File: src/rtl/pipe_ex_pkg.sv
// Shared definitions for the execute stage: ALU opcodes, memory length codes, FSM states.
package pipe_ex_pkg;

   localparam logic [3:0] OP_ADD  = 4'h0;
   localparam logic [3:0] OP_SUB  = 4'h1;
   localparam logic [3:0] OP_AND  = 4'h2;
   localparam logic [3:0] OP_OR   = 4'h3;
   localparam logic [3:0] OP_XOR  = 4'h4;
   localparam logic [3:0] OP_SLL  = 4'h5;
   localparam logic [3:0] OP_SRL  = 4'h6;
   localparam logic [3:0] OP_SRA  = 4'h7;
   localparam logic [3:0] OP_SLT  = 4'h8;
   localparam logic [3:0] OP_SLTU = 4'h9;
   localparam logic [3:0] OP_LUI  = 4'hA;
   localparam logic [3:0] OP_MUL  = 4'hB;

   localparam logic [1:0] LEN_BYTE = 2'd0;
   localparam logic [1:0] LEN_HALF = 2'd1;
   localparam logic [1:0] LEN_WORD = 2'd2;

   typedef enum logic [2:0] {
      ST_IDLE,
      ST_EXEC,
      ST_MULT,
      ST_SEND,
      ST_DRAIN
   } ex_state_t;

endpackage

File: src/rtl/ex_mul_iter.sv
// Iterative shift-add multiplier, one multiplier bit per cycle; product holds the low W bits.
// Only present when PIPE_EX_MUL_EN is defined.
`ifdef PIPE_EX_MUL_EN
module ex_mul_iter #(
   parameter int W = 32
) (
   input  logic         clk,
   input  logic         rst,
   input  logic         start,
   input  logic [W-1:0] a,
   input  logic [W-1:0] b,
   output logic         busy,
   output logic         done,
   output logic [W-1:0] product
);

   localparam int CW = $clog2(W + 1);

   logic [W-1:0]  acc;
   logic [W-1:0]  mcand;
   logic [W-1:0]  mplier;
   logic [CW-1:0] cnt;

   // done pulses on the edge that commits the last partial product
   always_ff @(posedge clk) begin
      if (rst) begin
         busy   <= 1'b0;
         done   <= 1'b0;
         acc    <= '0;
         mcand  <= '0;
         mplier <= '0;
         cnt    <= '0;
      end else begin
         done <= 1'b0;
         if (start && !busy) begin
            acc    <= '0;
            mcand  <= a;
            mplier <= b;
            cnt    <= CW'(W);
            busy   <= 1'b1;
         end else if (busy) begin
            if (mplier[0])
               acc <= acc + mcand;
            mcand  <= mcand << 1;
            mplier <= mplier >> 1;
            cnt    <= cnt - CW'(1);
            if (cnt == CW'(1)) begin
               busy <= 1'b0;
               done <= 1'b1;
            end
         end
      end
   end

   assign product = acc;

endmodule
`endif

File: src/rtl/pipe_ex.sv
// Execute stage between decode and pipeMA, 4-phase syn/ack on both sides.
// Define PIPE_EX_MUL_EN to enable the iterative MUL opcode; otherwise MUL yields 0.
module pipe_ex
   import pipe_ex_pkg::*;
#(
   parameter int DATA_L  = 32,
   parameter int MADDR_L = 32,
   parameter int OP_W    = 4
) (
   input  logic               clk,
   input  logic               rst,
   input  logic               up_syn,
   output logic               up_ack,
   output logic               down_syn,
   input  logic               down_ack,
   input  logic [OP_W-1:0]    op,
   input  logic [DATA_L-1:0]  src1,
   input  logic [DATA_L-1:0]  src2,
   input  logic [DATA_L-1:0]  imm,
   input  logic               use_imm,
   input  logic [4:0]         rd_in,
   input  logic               mre,
   input  logic               mwe,
   input  logic [1:0]         mlen,
   input  logic               wb_in,
   output logic               re,
   output logic               we,
   output logic [1:0]         rlen,
   output logic [1:0]         wlen,
   output logic [4:0]         rd,
   output logic [MADDR_L-1:0] ex_ans,
   output logic [DATA_L-1:0]  ex_din,
   output logic               ex_wb_e
);

   localparam int SH_W = $clog2(DATA_L);

   ex_state_t         state;
   logic [OP_W-1:0]   op_q;
   logic [DATA_L-1:0] src1_q, src2_q, imm_q;
   logic              use_imm_q, mre_q, mwe_q, wb_q;
   logic [4:0]        rd_q;
   logic [1:0]        mlen_q;

   logic [DATA_L-1:0] opb, alu_res, addr;
   logic              is_mem, mul_sel;

   // ALU works on the captured instruction so inputs may change once up_ack is seen
   always_comb begin
      opb     = use_imm_q ? imm_q : src2_q;
      addr    = src1_q + imm_q;
      is_mem  = mre_q | mwe_q;
      alu_res = '0;
      case (op_q)
         OP_ADD:  alu_res = src1_q + opb;
         OP_SUB:  alu_res = src1_q - opb;
         OP_AND:  alu_res = src1_q & opb;
         OP_OR:   alu_res = src1_q | opb;
         OP_XOR:  alu_res = src1_q ^ opb;
         OP_SLL:  alu_res = src1_q << opb[SH_W-1:0];
         OP_SRL:  alu_res = src1_q >> opb[SH_W-1:0];
         OP_SRA:  alu_res = $unsigned($signed(src1_q) >>> opb[SH_W-1:0]);
         OP_SLT:  alu_res = {{(DATA_L-1){1'b0}}, ($signed(src1_q) < $signed(opb))};
         OP_SLTU: alu_res = {{(DATA_L-1){1'b0}}, (src1_q < opb)};
         OP_LUI:  alu_res = opb;
         default: alu_res = '0;
      endcase
   end

`ifdef PIPE_EX_MUL_EN
   logic              mul_start, mul_busy, mul_done;
   logic [DATA_L-1:0] mul_prod;

   assign mul_sel   = !is_mem && (op_q == OP_MUL);
   assign mul_start = (state == ST_EXEC) && mul_sel && !mul_busy;

   ex_mul_iter #(.W(DATA_L)) u_mul (
      .clk     (clk),
      .rst     (rst),
      .start   (mul_start),
      .a       (src1_q),
      .b       (opb),
      .busy    (mul_busy),
      .done    (mul_done),
      .product (mul_prod)
   );
`else
   assign mul_sel = 1'b0;
`endif

   // up_ack release runs beside the FSM so decode can finish its handshake during SEND
   always_ff @(posedge clk) begin
      if (rst) begin
         state     <= ST_IDLE;
         up_ack    <= 1'b0;
         down_syn  <= 1'b0;
         re        <= 1'b0;
         we        <= 1'b0;
         rlen      <= '0;
         wlen      <= '0;
         rd        <= '0;
         ex_ans    <= '0;
         ex_din    <= '0;
         ex_wb_e   <= 1'b0;
         op_q      <= '0;
         src1_q    <= '0;
         src2_q    <= '0;
         imm_q     <= '0;
         use_imm_q <= 1'b0;
         rd_q      <= '0;
         mre_q     <= 1'b0;
         mwe_q     <= 1'b0;
         mlen_q    <= '0;
         wb_q      <= 1'b0;
      end else begin
         if (up_ack && !up_syn)
            up_ack <= 1'b0;
         case (state)
            ST_IDLE: begin
               if (up_syn && !up_ack) begin
                  op_q      <= op;
                  src1_q    <= src1;
                  src2_q    <= src2;
                  imm_q     <= imm;
                  use_imm_q <= use_imm;
                  rd_q      <= rd_in;
                  mre_q     <= mre;
                  mwe_q     <= mwe;
                  mlen_q    <= mlen;
                  wb_q      <= wb_in;
                  up_ack    <= 1'b1;
                  state     <= ST_EXEC;
               end
            end
            ST_EXEC: begin
               rd     <= rd_q;
               ex_din <= src2_q;
               if (is_mem) begin
                  ex_ans  <= MADDR_L'(addr);
                  re      <= mre_q;
                  we      <= mwe_q;
                  rlen    <= mlen_q;
                  wlen    <= mlen_q;
                  ex_wb_e <= 1'b0;
               end else begin
                  ex_ans  <= MADDR_L'(alu_res);
                  re      <= 1'b0;
                  we      <= 1'b0;
                  rlen    <= '0;
                  wlen    <= '0;
                  ex_wb_e <= wb_q;
               end
               if (mul_sel) begin
                  state <= ST_MULT;
               end else begin
                  down_syn <= 1'b1;
                  state    <= ST_SEND;
               end
            end
`ifdef PIPE_EX_MUL_EN
            ST_MULT: begin
               if (mul_done) begin
                  ex_ans   <= MADDR_L'(mul_prod);
                  down_syn <= 1'b1;
                  state    <= ST_SEND;
               end
            end
`endif
            ST_SEND: begin
               if (down_ack) begin
                  down_syn <= 1'b0;
                  state    <= ST_DRAIN;
               end
            end
            ST_DRAIN: begin
               if (!down_ack)
                  state <= ST_IDLE;
            end
            default: state <= ST_IDLE;
         endcase
      end
   end

endmodule
File: config.mk
export PLATFORM = sky130hd
export DESIGN_NAME = pipe_ex
export DESIGN_NICKNAME = d
export VERILOG_FILES = /design/src/rtl/pipe_ex_pkg.sv /design/src/rtl/ex_mul_iter.sv /design/src/rtl/pipe_ex.sv
export SDC_FILE = /design/constraint.sdc
export NUM_CORES = 1
export LEC_CHECK = 0
export CAP_MARGIN = 10
export CORE_AREA = 2 2 208 190
export CTS_BUF_LIST = sky130_fd_sc_hd__clkbuf_4
export CTS_CLUSTER_DIAMETER = 120
export DETAILED_ROUTE_END_ITERATION = 16
export DIE_AREA = 0 0 210 192
export HOLD_SLACK_MARGIN = 0.1
export PLACE_DENSITY = 0.76
export SLEW_MARGIN = 20
export SYNTH_ARGS = -nofsm -noshare
export SYNTH_HDL_FRONTEND = slang
export SYNTH_SLANG_ARGS = --single-unit
File: constraint.sdc
create_clock -name clk -period 6.7 [get_ports clk]
set_input_delay 1.34 -clock clk [delete_from_list [all_inputs] [get_ports clk]]
set_output_delay 1.34 -clock clk [all_outputs]
set_load 0.01 [all_outputs]
==> report_table.html, run 1 <==
<table>
<tr><th>Metric</th><th>Value</th></tr>
<tr><th colspan="2">STA</th></tr>
<tr><td>Share of the clock period used by the worst path after layout</td><td>75.67%</td></tr>
<tr><td>Final Hold Violating Endpoints</td><td>0</td></tr>
<tr><td>Setup violators final</td><td>0</td></tr>
<tr><td>Fin Clk Skew</td><td>44.07 ps</td></tr>
<tr><td>Worst hold slack</td><td>460.6 ps</td></tr>
<tr><td>Relative slew slack</td><td>31.83%</td></tr>
<tr><td>F_max</td><td>0.1972 GHz</td></tr>
<tr><td>RSZ-0062 raised after global routing</td><td>no</td></tr>
<tr><td>Slew Viols, Final</td><td>0</td></tr>
<tr><td>Pin slew with the least headroom to its limit</td><td>1022 ps</td></tr>
<tr><td>Total Negative Setup Slacks</td><td>0 ps</td></tr>
<tr><td>Min cycle time layout</td><td>5070 ps</td></tr>
<tr><th colspan="2">Floorplanning</th></tr>
<tr><td>Initial cell density of the core</td><td>47.72%</td></tr>
<tr><td>Core Region</td><td>38030 µm²</td></tr>
<tr><td>Die boundary height</td><td>192 µm</td></tr>
<tr><td>Number of placement rows</td><td>68</td></tr>
<tr><td>Width of the die</td><td>210 µm</td></tr>
<tr><td>Die footprint</td><td>40320 µm²</td></tr>
<tr><td>Number of ports placed on the die boundary</td><td>193</td></tr>
<tr><th colspan="2">Placed design</th></tr>
<tr><td>Placer's final routability congestion estimate</td><td>1.077</td></tr>
<tr><td>Number of buffers added on ports</td><td>192</td></tr>
<tr><td>Placed standard-cell area</td><td>20280 µm²</td></tr>
<tr><td>Cell count after placement</td><td>3066</td></tr>
<tr><td>Final HPWL DP</td><td>62590 µm</td></tr>
<tr><th colspan="2">Logic synthesis</th></tr>
<tr><td>Xor/xnor cell area share of the yosys netlist</td><td>1.689%</td></tr>
<tr><td>Mapped Nets</td><td>2779</td></tr>
<tr><td>Mapped cell area</td><td>18150 µm²</td></tr>
<tr><td>Ranking of synthesized cells by instance count</td><td>sky130_fd_sc_hd__nand2_1, sky130_fd_sc_hd__a21oi_1, sky130_fd_sc_hd__nor2_1</td></tr>
<tr><td>Avg Inst Size Synth</td><td>7.185 µm²</td></tr>
<tr><td>Fraction of the yosys area taken by sequential cells</td><td>20.96%</td></tr>
<tr><td>Share of synthesized flip-flops with an asynchronous set or reset</td><td>0%</td></tr>
<tr><td>Post-synthesis compound-gate area fraction</td><td>29.59%</td></tr>
<tr><td>Number of synthesized flops with an enable pin</td><td>0</td></tr>
<tr><td>Combinational family with the most area after synthesis</td><td>compound AO/OA/AOI/OAI gates</td></tr>
<tr><td>Top cells by area, synth</td><td>sky130_fd_sc_hd__dfxtp_1, sky130_fd_sc_hd__nand2_1, sky130_fd_sc_hd__ha_1</td></tr>
<tr><td>Synth top area share</td><td>20.96%</td></tr>
<tr><td>Synthesis warning total</td><td>0</td></tr>
<tr><td>Adder and majority gate portion of the synthesized area</td><td>9.637%</td></tr>
<tr><td>Fraction of synthesized area in multiplexers</td><td>10.62%</td></tr>
<tr><td>Mapped Cells</td><td>2526</td></tr>
<tr><td>Top-count cell post-synth</td><td>sky130_fd_sc_hd__nand2_1</td></tr>
<tr><td>Count of unique library cells instantiated by Yosys</td><td>90</td></tr>
<tr><td>Simple-gate share of the synthesized area</td><td>20.63%</td></tr>
<tr><td>Cell type contributing the most total cell area after synthesis</td><td>sky130_fd_sc_hd__dfxtp_1</td></tr>
<tr><td>Yosys reg bits</td><td>190</td></tr>
<tr><td>Top_reg_cell synth</td><td>sky130_fd_sc_hd__dfxtp_1</td></tr>
<tr><th colspan="2">Global route</th></tr>
<tr><td>GR Util met1</td><td>52.56%</td></tr>
<tr><td>Layer with the highest usage after global routing</td><td>met2</td></tr>
<tr><td>Total Routing Usage GR</td><td>39.87%</td></tr>
<tr><td>Pin count of the biggest net entering global routing</td><td>97</td></tr>
<tr><td>Global-route wire length before repair</td><td>121100 µm</td></tr>
<tr><td>Global-route track usage on met2</td><td>61.41%</td></tr>
<tr><td>Global routing met3 resource utilization</td><td>8.568%</td></tr>
<tr><td>Leftover overflow at the end of global routing</td><td>0</td></tr>
<tr><td>Number of antenna violations at the first check in global routing</td><td>4</td></tr>
<tr><td>Vias in the first global route</td><td>19170</td></tr>
<tr><th colspan="2">CTS</th></tr>
<tr><td>Clock Latency Late Sink</td><td>710 ps</td></tr>
<tr><td>Post-cts hold buffer count</td><td>0</td></tr>
<tr><td>Clock-pin slew of the registers on the worst-case setup and hold paths</td><td>210 ps</td></tr>
<tr><td>Library cell used as clock root buffer</td><td>sky130_fd_sc_hd__clkbuf_4</td></tr>
<tr><td>TritonCTS clock tree</td><td>yes</td></tr>
<tr><td>Clock H-tree levels</td><td>4</td></tr>
<tr><td>Number of CTS-inserted buffers</td><td>17</td></tr>
<tr><td># Post-CTS Setup Buffers</td><td>0</td></tr>
<tr><td>Clock sink total</td><td>190</td></tr>
<tr><td>Bufs on Longest Clock Path</td><td>2</td></tr>
<tr><td>Count of instances resized after the clock tree is built</td><td>0</td></tr>
<tr><th colspan="2">Cells and area</th></tr>
<tr><td>Number of nets in the layout</td><td>2848</td></tr>
<tr><td>Number of cells in the finished layout apart from fillers</td><td>3100</td></tr>
<tr><td>Ratio of cells with drive above 1 in the final layout</td><td>6.173%</td></tr>
<tr><td>Synth-to-layout area growth</td><td>13.57%</td></tr>
<tr><td>Final std cell area, no fill</td><td>20610 µm²</td></tr>
<tr><td>Final core occ</td><td>54.20%</td></tr>
<tr><th colspan="2">Critical path</th></tr>
<tr><td>Classification of the worst setup path</td><td>reg -&gt; reg</td></tr>
<tr><td>Sort of element at the start of the critical path</td><td>register</td></tr>
<tr><td>Worst-path cell with the longest stage delay</td><td>sky130_fd_sc_hd__buf_4</td></tr>
<tr><td>Capture point of the worst reg-to-reg path</td><td>ex_ans[27]</td></tr>
<tr><td>Critical Path Sink Type</td><td>register</td></tr>
<tr><td>Data arrival time at the worst-slack endpoint</td><td>5720 ps</td></tr>
<tr><td>Kind of cell adding the most delay to the critical path</td><td>compound AO/OA/AOI/OAI gates</td></tr>
<tr><td>Crit path buf inv count</td><td>2</td></tr>
<tr><td>Required time at the worst-slack endpoint</td><td>7350 ps</td></tr>
<tr><td>Largest stage delay on the critical path</td><td>740 ps</td></tr>
<tr><td>Setup slack, reg-to-reg</td><td>1630 ps</td></tr>
<tr><td>Most used cell, CP</td><td>sky130_fd_sc_hd__a211oi_1</td></tr>
<tr><td>Top fanout value on the critical path</td><td>69</td></tr>
<tr><td>Worst r2r src</td><td>use_imm_q</td></tr>
<tr><td>Number of cells on the worst reg-to-reg path</td><td>14</td></tr>
<tr><td>Cells along the critical path</td><td>mux2i_4 -&gt; buf_4 -&gt; inv_4 -&gt; ha_1 -&gt; a211oi_1 -&gt; o21a_1 -&gt; o31ai_2 -&gt; nor2_1 -&gt; a21oi_1 -&gt; a211oi_1 -&gt; a221oi_1 -&gt; o221ai_1 -&gt; nand2_1 -&gt; a311oi_1</td></tr>
<tr><th colspan="2">Route</th></tr>
<tr><td>Post-DRT Antenna Nets</td><td>0</td></tr>
<tr><td>DR vias</td><td>20790</td></tr>
<tr><td>Final routed DRC violation total</td><td>0</td></tr>
<tr><td>Starting DRT DRC Count</td><td>2976</td></tr>
<tr><td>Detail-routed net length per standard cell</td><td>26.55 µm</td></tr>
<tr><td>Final wirelength</td><td>82310 µm</td></tr>
<tr><td>Router iterations before antenna repair</td><td>6</td></tr>
<tr><td>Number of vias per cell after detailed routing</td><td>6.705</td></tr>
<tr><th colspan="2">Power and ir drop</th></tr>
<tr><td>LEAKAGE</td><td>7.970 nW</td></tr>
<tr><td>Int Power</td><td>2.048 mW</td></tr>
<tr><td>Power per cell area</td><td>182.1 nW/µm²</td></tr>
<tr><td>Combinational power share</td><td>45.0%</td></tr>
<tr><td>Relative contribution of the clock network to total power</td><td>20.1%</td></tr>
<tr><td>Sequential group share of total power</td><td>34.9%</td></tr>
<tr><td>Maximum ir drop on the vdd rail</td><td>0.1691 mV</td></tr>
<tr><td>Switching power of the nets</td><td>1.706 mW</td></tr>
<tr><td>Sw frac</td><td>45.44%</td></tr>
<tr><th colspan="2">Run</th></tr>
<tr><td>Max-capacitance violation count</td><td>0</td></tr>
<tr><th colspan="2">Worst hold path</th></tr>
<tr><td>Beginning of the worst hold path</td><td>rd_q[0]</td></tr>
<tr><td>Number of cells traversed by the worst hold path</td><td>2</td></tr>
<tr><td>Hold WC Path Type</td><td>reg -&gt; reg</td></tr>
<tr><td>Hold-critical path endpoint</td><td>rd[0]</td></tr>
<tr><th colspan="2">Status</th></tr>
<tr><td>Result of the run</td><td>finished, final reports clean</td></tr>
</table>
worst min-delay path: stages (launching register included):
cell	delay, ps
sky130_fd_sc_hd__dfxtp_1	350
sky130_fd_sc_hd__nand2_1	60
sky130_fd_sc_hd__a21oi_1	50
cell families after synthesis:
family | after synthesis
compound gates | 835
fa+ha+maj | 138
xor+xnor | 35
flops | 190
mux | 156
buf+inv | 296
simple gates | 876
through the flow:
stage / setup slack (ps) / total power, mW
detailed placement: 1832 / 2.954
floorplan: 2631 / 2.361
CTS: 1794 / 3.703
global placement: 1942 / 2.946
finish: 1630 / 3.753
global route: 1366 / 3.909
power by group through the flow:
stage | clock network [mW] | logic, mW | registers (mW)
floorplan | 0 | 1.06 | 1.30
CTS | 0.765 | 1.63 | 1.31
global route | 0.801 | 1.79 | 1.32
detailed placement | 0 | 1.62 | 1.33
global placement | 0 | 1.62 | 1.33
finish | 0.753 | 1.69 | 1.31
state kept, by name, summed over array words and instances, names as in the netlist, 2 cells and up:
register	count
mlen_q	2
op_q	4
wlen	2
ex_din	32
ex_ans	32
rd_q	5
rd	5
state	3
imm_q	32
src1_q	32
src2_q	32
layout make-up:
| cell class | instances | area (µm²) |
|---|---|---|
| Clock buffer | 18 | 135.1 |
| Timing Repair Buffer | 242 | 2298 |
| Antenna cell | 2 | 5.005 |
| Sequential cell | 190 | 3805 |
| Tap cell | 490 | 613.1 |
| Inverter | 104 | 397.9 |
| Multi-Input combinational cell | 2040 | 13170 |
| Fill cell | 3770 | 17420 |
| Clock inverter | 14 | 190.2 |
placed cells by master, fill, tap and decap left out, types with 42 or more instances in the layout:
cell type and count:
sky130_fd_sc_hd__a211oi_1 54, sky130_fd_sc_hd__a21oi_1 318, sky130_fd_sc_hd__buf_4 50, sky130_fd_sc_hd__clkdlybuf4s50_1 191, sky130_fd_sc_hd__dfxtp_1 189, sky130_fd_sc_hd__ha_1 135, sky130_fd_sc_hd__inv_1 99, sky130_fd_sc_hd__mux2i_1 110
sky130_fd_sc_hd__nand2_1 468, sky130_fd_sc_hd__nand3_1 42, sky130_fd_sc_hd__nor2_1 195, sky130_fd_sc_hd__nor3_1 44, sky130_fd_sc_hd__o21ai_0 91
how the worst max path moves through the flow:
stage	from	to	slack [ps]	depth (start not counted)
floorplan	use_imm_q	ex_ans[21]	2630	16
global placement	use_imm_q	ex_ans[25]	1940	14
detailed placement	use_imm_q	ex_ans[27]	1830	14
CTS	use_imm_q	ex_ans[27]	1790	14
global route	use_imm_q	ex_ans[27]	1370	14
finish	use_imm_q	ex_ans[27]	1630	14
per-layer routing:
| layer | wire (µm) | part of all wire (%) |
|---|---|---|
| met2 | 36100 | 44 |
| met4 | 4639 | 5.6 |
| met5 | 13 | 0.016 |
| met1 | 33570 | 41 |
| met3 | 7981 | 9.7 |
(Power assumes the default switching activity.)
==> run 2, diff against run 1 <==
clock period = 4.83 ns   (was 6.7 ns; I/O delays follow)
==> report_table.html, run 2 (synthesis gave the netlist of run 1 again) <==
<table>
<tr><th>Metric</th><th>Value</th></tr>
<tr><th colspan="2">Run</th></tr>
<tr><td>Max-capacitance violation count</td><td>0 (unchanged)</td></tr>
<tr><th colspan="2">Power and ir drop</th></tr>
<tr><td>Sequential group share of total power</td><td>35.0% (about the same)</td></tr>
<tr><td>Switching power of the nets</td><td>2.394 mW (+40%)</td></tr>
<tr><td>Int Power</td><td>2.765 mW (+35%)</td></tr>
<tr><td>Relative contribution of the clock network to total power</td><td>17.8% (-2.3 points)</td></tr>
<tr><td>Total Power</td><td>5.159 mW (+37%)</td></tr>
<tr><td>Sw frac</td><td>46.41% (+0.97 points)</td></tr>
<tr><td>LEAKAGE</td><td>8.172 nW (+2.5%)</td></tr>
<tr><td>Power per cell area</td><td>246.4 nW/µm² (+35%)</td></tr>
<tr><td>Combinational power share</td><td>47.1% (+2.1 points)</td></tr>
<tr><td>Maximum ir drop on the vdd rail</td><td>0.1762 mV (+4.2%)</td></tr>
<tr><th colspan="2">STA</th></tr>
<tr><td>Slew Viols, Final</td><td>0 (unchanged)</td></tr>
<tr><td>Share of the clock period used by the worst path after layout</td><td>93.10% (+17 points)</td></tr>
<tr><td>Fin Clk Skew</td><td>45.25 ps (+1.180 ps)</td></tr>
<tr><td>Relative slew slack</td><td>30.76% (-1.1 points)</td></tr>
<tr><td>Pin slew with the least headroom to its limit</td><td>1036 ps (+13.56 ps)</td></tr>
<tr><td>Final Hold Violating Endpoints</td><td>0 (unchanged)</td></tr>
<tr><td>Min cycle time layout</td><td>4497 ps (-572.9 ps)</td></tr>
<tr><td>Setup violators final</td><td>0 (unchanged)</td></tr>
<tr><td>F_max</td><td>0.2224 GHz (+13%)</td></tr>
<tr><td>RSZ-0062 raised after global routing</td><td>no</td></tr>
<tr><td>Total Negative Setup Slacks</td><td>0 ps (unchanged)</td></tr>
<tr><th colspan="2">Critical path</th></tr>
<tr><td>Required time at the worst-slack endpoint</td><td>5390 ps (-1960 ps)</td></tr>
<tr><td>Classification of the worst setup path</td><td>reg -&gt; reg</td></tr>
<tr><td>Crit path buf inv count</td><td>1 (-1)</td></tr>
<tr><td>Most used cell, CP</td><td>sky130_fd_sc_hd__o311ai_1</td></tr>
<tr><td>Logic depth of the worst path, buffers included</td><td>13 (-1)</td></tr>
<tr><td>Top fanout value on the critical path</td><td>18 (-74%)</td></tr>
<tr><td>Sort of element at the start of the critical path</td><td>register</td></tr>
<tr><td>Number of cells on the worst reg-to-reg path</td><td>13 (-1)</td></tr>
<tr><td>Worst-path cell with the longest stage delay</td><td>sky130_fd_sc_hd__nor3_1</td></tr>
<tr><td>Largest stage delay on the critical path</td><td>680 ps (-60 ps)</td></tr>
<tr><td>Data arrival time at the worst-slack endpoint</td><td>5060 ps (-660 ps)</td></tr>
<tr><td>Cells along the critical path</td><td>mux2i_2 -&gt; ha_1 -&gt; nor3_1 -&gt; a21o_1 -&gt; o31ai_1 -&gt; o31ai_2 -&gt; nor3b_2 -&gt; o311ai_1 -&gt; buf_4 -&gt; a211oi_1 -&gt; nor2b_1 -&gt; o311ai_1 -&gt; a311oi_1</td></tr>
<tr><td>Kind of cell adding the most delay to the critical path</td><td>compound AO/OA/AOI/OAI gates</td></tr>
<tr><td>Critical Path Sink Type</td><td>register</td></tr>
<tr><th colspan="2">CTS</th></tr>
<tr><td># Post-CTS Setup Buffers</td><td>0 (unchanged)</td></tr>
<tr><td>Clock-pin slew of the registers on the worst-case setup and hold paths</td><td>180 ps (-30 ps)</td></tr>
<tr><td>Clock Latency Late Sink</td><td>720 ps (about the same)</td></tr>
<tr><td>TritonCTS clock tree</td><td>yes</td></tr>
<tr><td>Clock sink total</td><td>190 (unchanged)</td></tr>
<tr><td>Post-cts hold buffer count</td><td>0 (unchanged)</td></tr>
<tr><td>Number of CTS-inserted buffers</td><td>17 (unchanged)</td></tr>
<tr><td>Clock H-tree levels</td><td>4 (unchanged)</td></tr>
<tr><td>Count of instances resized after the clock tree is built</td><td>0 (unchanged)</td></tr>
<tr><td>Bufs on Longest Clock Path</td><td>2 (unchanged)</td></tr>
<tr><td>Library cell used as clock root buffer</td><td>sky130_fd_sc_hd__clkbuf_4</td></tr>
<tr><th colspan="2">Route</th></tr>
<tr><td>Number of vias per cell after detailed routing</td><td>6.657 (-0.71%)</td></tr>
<tr><td>Final routed DRC violation total</td><td>0 (unchanged)</td></tr>
<tr><td>Post-DRT Antenna Nets</td><td>0 (unchanged)</td></tr>
<tr><td>DR vias</td><td>20940 (+0.76%)</td></tr>
<tr><td>Detail-routed net length per standard cell</td><td>26.80 µm (+0.95%)</td></tr>
<tr><td>Router iterations before antenna repair</td><td>10 (+4)</td></tr>
<tr><td>Starting DRT DRC Count</td><td>3163 (+6.3%)</td></tr>
<tr><td>Final wirelength</td><td>84320 µm (+2.4%)</td></tr>
<tr><th colspan="2">Worst hold path</th></tr>
<tr><td>Number of cells traversed by the worst hold path</td><td>2 (unchanged)</td></tr>
<tr><td>Hold WC Path Type</td><td>reg -&gt; reg</td></tr>
<tr><th colspan="2">Placed design</th></tr>
<tr><td>Final HPWL DP</td><td>63350 µm (+1.2%)</td></tr>
<tr><td>Placer's final routability congestion estimate</td><td>1.113 (+3.4%)</td></tr>
<tr><td>Cell count after placement</td><td>3113 (+1.5%)</td></tr>
<tr><td>Number of buffers added on ports</td><td>192 (unchanged)</td></tr>
<tr><th colspan="2">Cells and area</th></tr>
<tr><td>Most common cell after layout, fill and taps aside</td><td>sky130_fd_sc_hd__nand2_1</td></tr>
<tr><td>Number of cells in the finished layout apart from fillers</td><td>3146 (+1.5%)</td></tr>
<tr><td>Synth-to-layout area growth</td><td>15.34%</td></tr>
<tr><td>Area of combinational cells with multiple inputs</td><td>13170 µm² (about the same)</td></tr>
<tr><td>Fillcell total</td><td>3779 (+0.24%)</td></tr>
<tr><td>Ratio of cells with drive above 1 in the final layout</td><td>7.834% (+1.7 points)</td></tr>
<tr><td>Number of nets in the layout</td><td>2895 (+1.7%)</td></tr>
<tr><td>Area of all sequential standard cells</td><td>3807 µm² (about the same)</td></tr>
<tr><td>Most frequent cells in the layout</td><td>sky130_fd_sc_hd__nand2_1, sky130_fd_sc_hd__a21oi_1, sky130_fd_sc_hd__nor2_1</td></tr>
<tr><th colspan="2">Global route</th></tr>
<tr><td>Pin count of the biggest net entering global routing</td><td>99 (+2.1%)</td></tr>
<tr><td>Number of antenna violations at the first check in global routing</td><td>5 (+1)</td></tr>
<tr><td>Vias in the first global route</td><td>19550 (+2.0%)</td></tr>
<tr><td>Total Routing Usage GR</td><td>40.88% (+1.0 points)</td></tr>
<tr><td>Leftover overflow at the end of global routing</td><td>0 (unchanged)</td></tr>
<tr><td>Global-route wire length before repair</td><td>123500 µm (+2.0%)</td></tr>
<tr><th colspan="2">Floorplanning</th></tr>
<tr><td>Die boundary height</td><td>192 µm (unchanged)</td></tr>
<tr><td>Initial cell density of the core</td><td>47.72% (unchanged)</td></tr>
<tr><td>Number of placement rows</td><td>68 (unchanged)</td></tr>
<tr><td>Width of the die</td><td>210 µm (unchanged)</td></tr>
<tr><td>Number of ports placed on the die boundary</td><td>193 (unchanged)</td></tr>
<tr><td>Die footprint</td><td>40320 µm² (unchanged)</td></tr>
<tr><td>Core Region</td><td>38030 µm² (unchanged)</td></tr>
<tr><th colspan="2">Status</th></tr>
<tr><td>Result of the run</td><td>finished, final reports clean</td></tr>
</table>
run 2: cell count changes in the layout (fill, tap and decap cells not counted), sizes merged, moves of 2 or more:
cell,change
buf,+47
bufinv,-2
clkinv,+2
clkinvlp,+4
inv,-3
run 2: cell type report:
class / count / share of cell area (%)
antenna: 1 / 0.01195
clock buffer: 17 / 0.6096
clock inverter: 15 / 0.6515
inverter: 104 / 1.901
multi-input combinational: 2040 / 62.93
sequential: 190 / 18.19
tap: 490 / 2.929
timing repair buffer: 289 / 12.78
run 2: layer usage:
layer	GRT usage [%]	wire length [µm]	vias up
met2	62.92	36000	1378
met5	0	39	-
met1	52.23	33700	9914
met4	23.32	5747	6
met3	10.24	8838	291
li1	-	-	9355
run 2: power by group through the flow:
stage / combinational [mW] / sequential (mW) / clock, mW
3_5_place_dp: 2.33 / 1.83 / 0
2_1_floorplan: 1.48 / 1.80 / 0
5_1_grt: 2.57 / 1.81 / 0.984
4_1_cts: 2.34 / 1.80 / 0.926
6_report: 2.43 / 1.81 / 0.921
3_3_place_gp: 2.32 / 1.83 / 0
run 2: worst register-to-register path: stages (launching register included):
cell                       delay, ps
sky130_fd_sc_hd__dfxtp_4         630
sky130_fd_sc_hd__mux2i_2         510
sky130_fd_sc_hd__ha_1            520
sky130_fd_sc_hd__nor3_1          680
sky130_fd_sc_hd__a21o_1          200
sky130_fd_sc_hd__o31ai_1         130
sky130_fd_sc_hd__o31ai_2         410
sky130_fd_sc_hd__nor3b_2         150
sky130_fd_sc_hd__o311ai_1        310
sky130_fd_sc_hd__buf_4           180
sky130_fd_sc_hd__a211oi_1        100
sky130_fd_sc_hd__nor2b_1         150
sky130_fd_sc_hd__o311ai_1        260
sky130_fd_sc_hd__a311oi_1        130
run 2: worst paths after layout:
kind	start	end	slack (ps)
hold reg to reg	ex_din[4]	ex_din[4]	470
setup / recovery	use_imm_q	ex_ans[0]	330
setup reg to reg	use_imm_q	ex_ans[0]	330
hold / removal	ex_din[4]	ex_din[4]	470
run 2: stage by stage:
| step | hold WS, ps | area [µm²] | util, % | worst slack (ps) |
|---|---|---|---|---|
| floorplan | 432.1 | 18150 | - | 760.6 |
| global placement | 437.8 | 20660 | 54.33 | 200.2 |
| detailed placement | 447.0 | 20660 | 54.33 | 56.44 |
| CTS | 467.2 | 20930 | 55.02 | 56.80 |
| global route | 482.2 | 20930 | 55.04 | 180.4 |
| finish | 465.7 | 20930 | 55.04 | 333.1 |
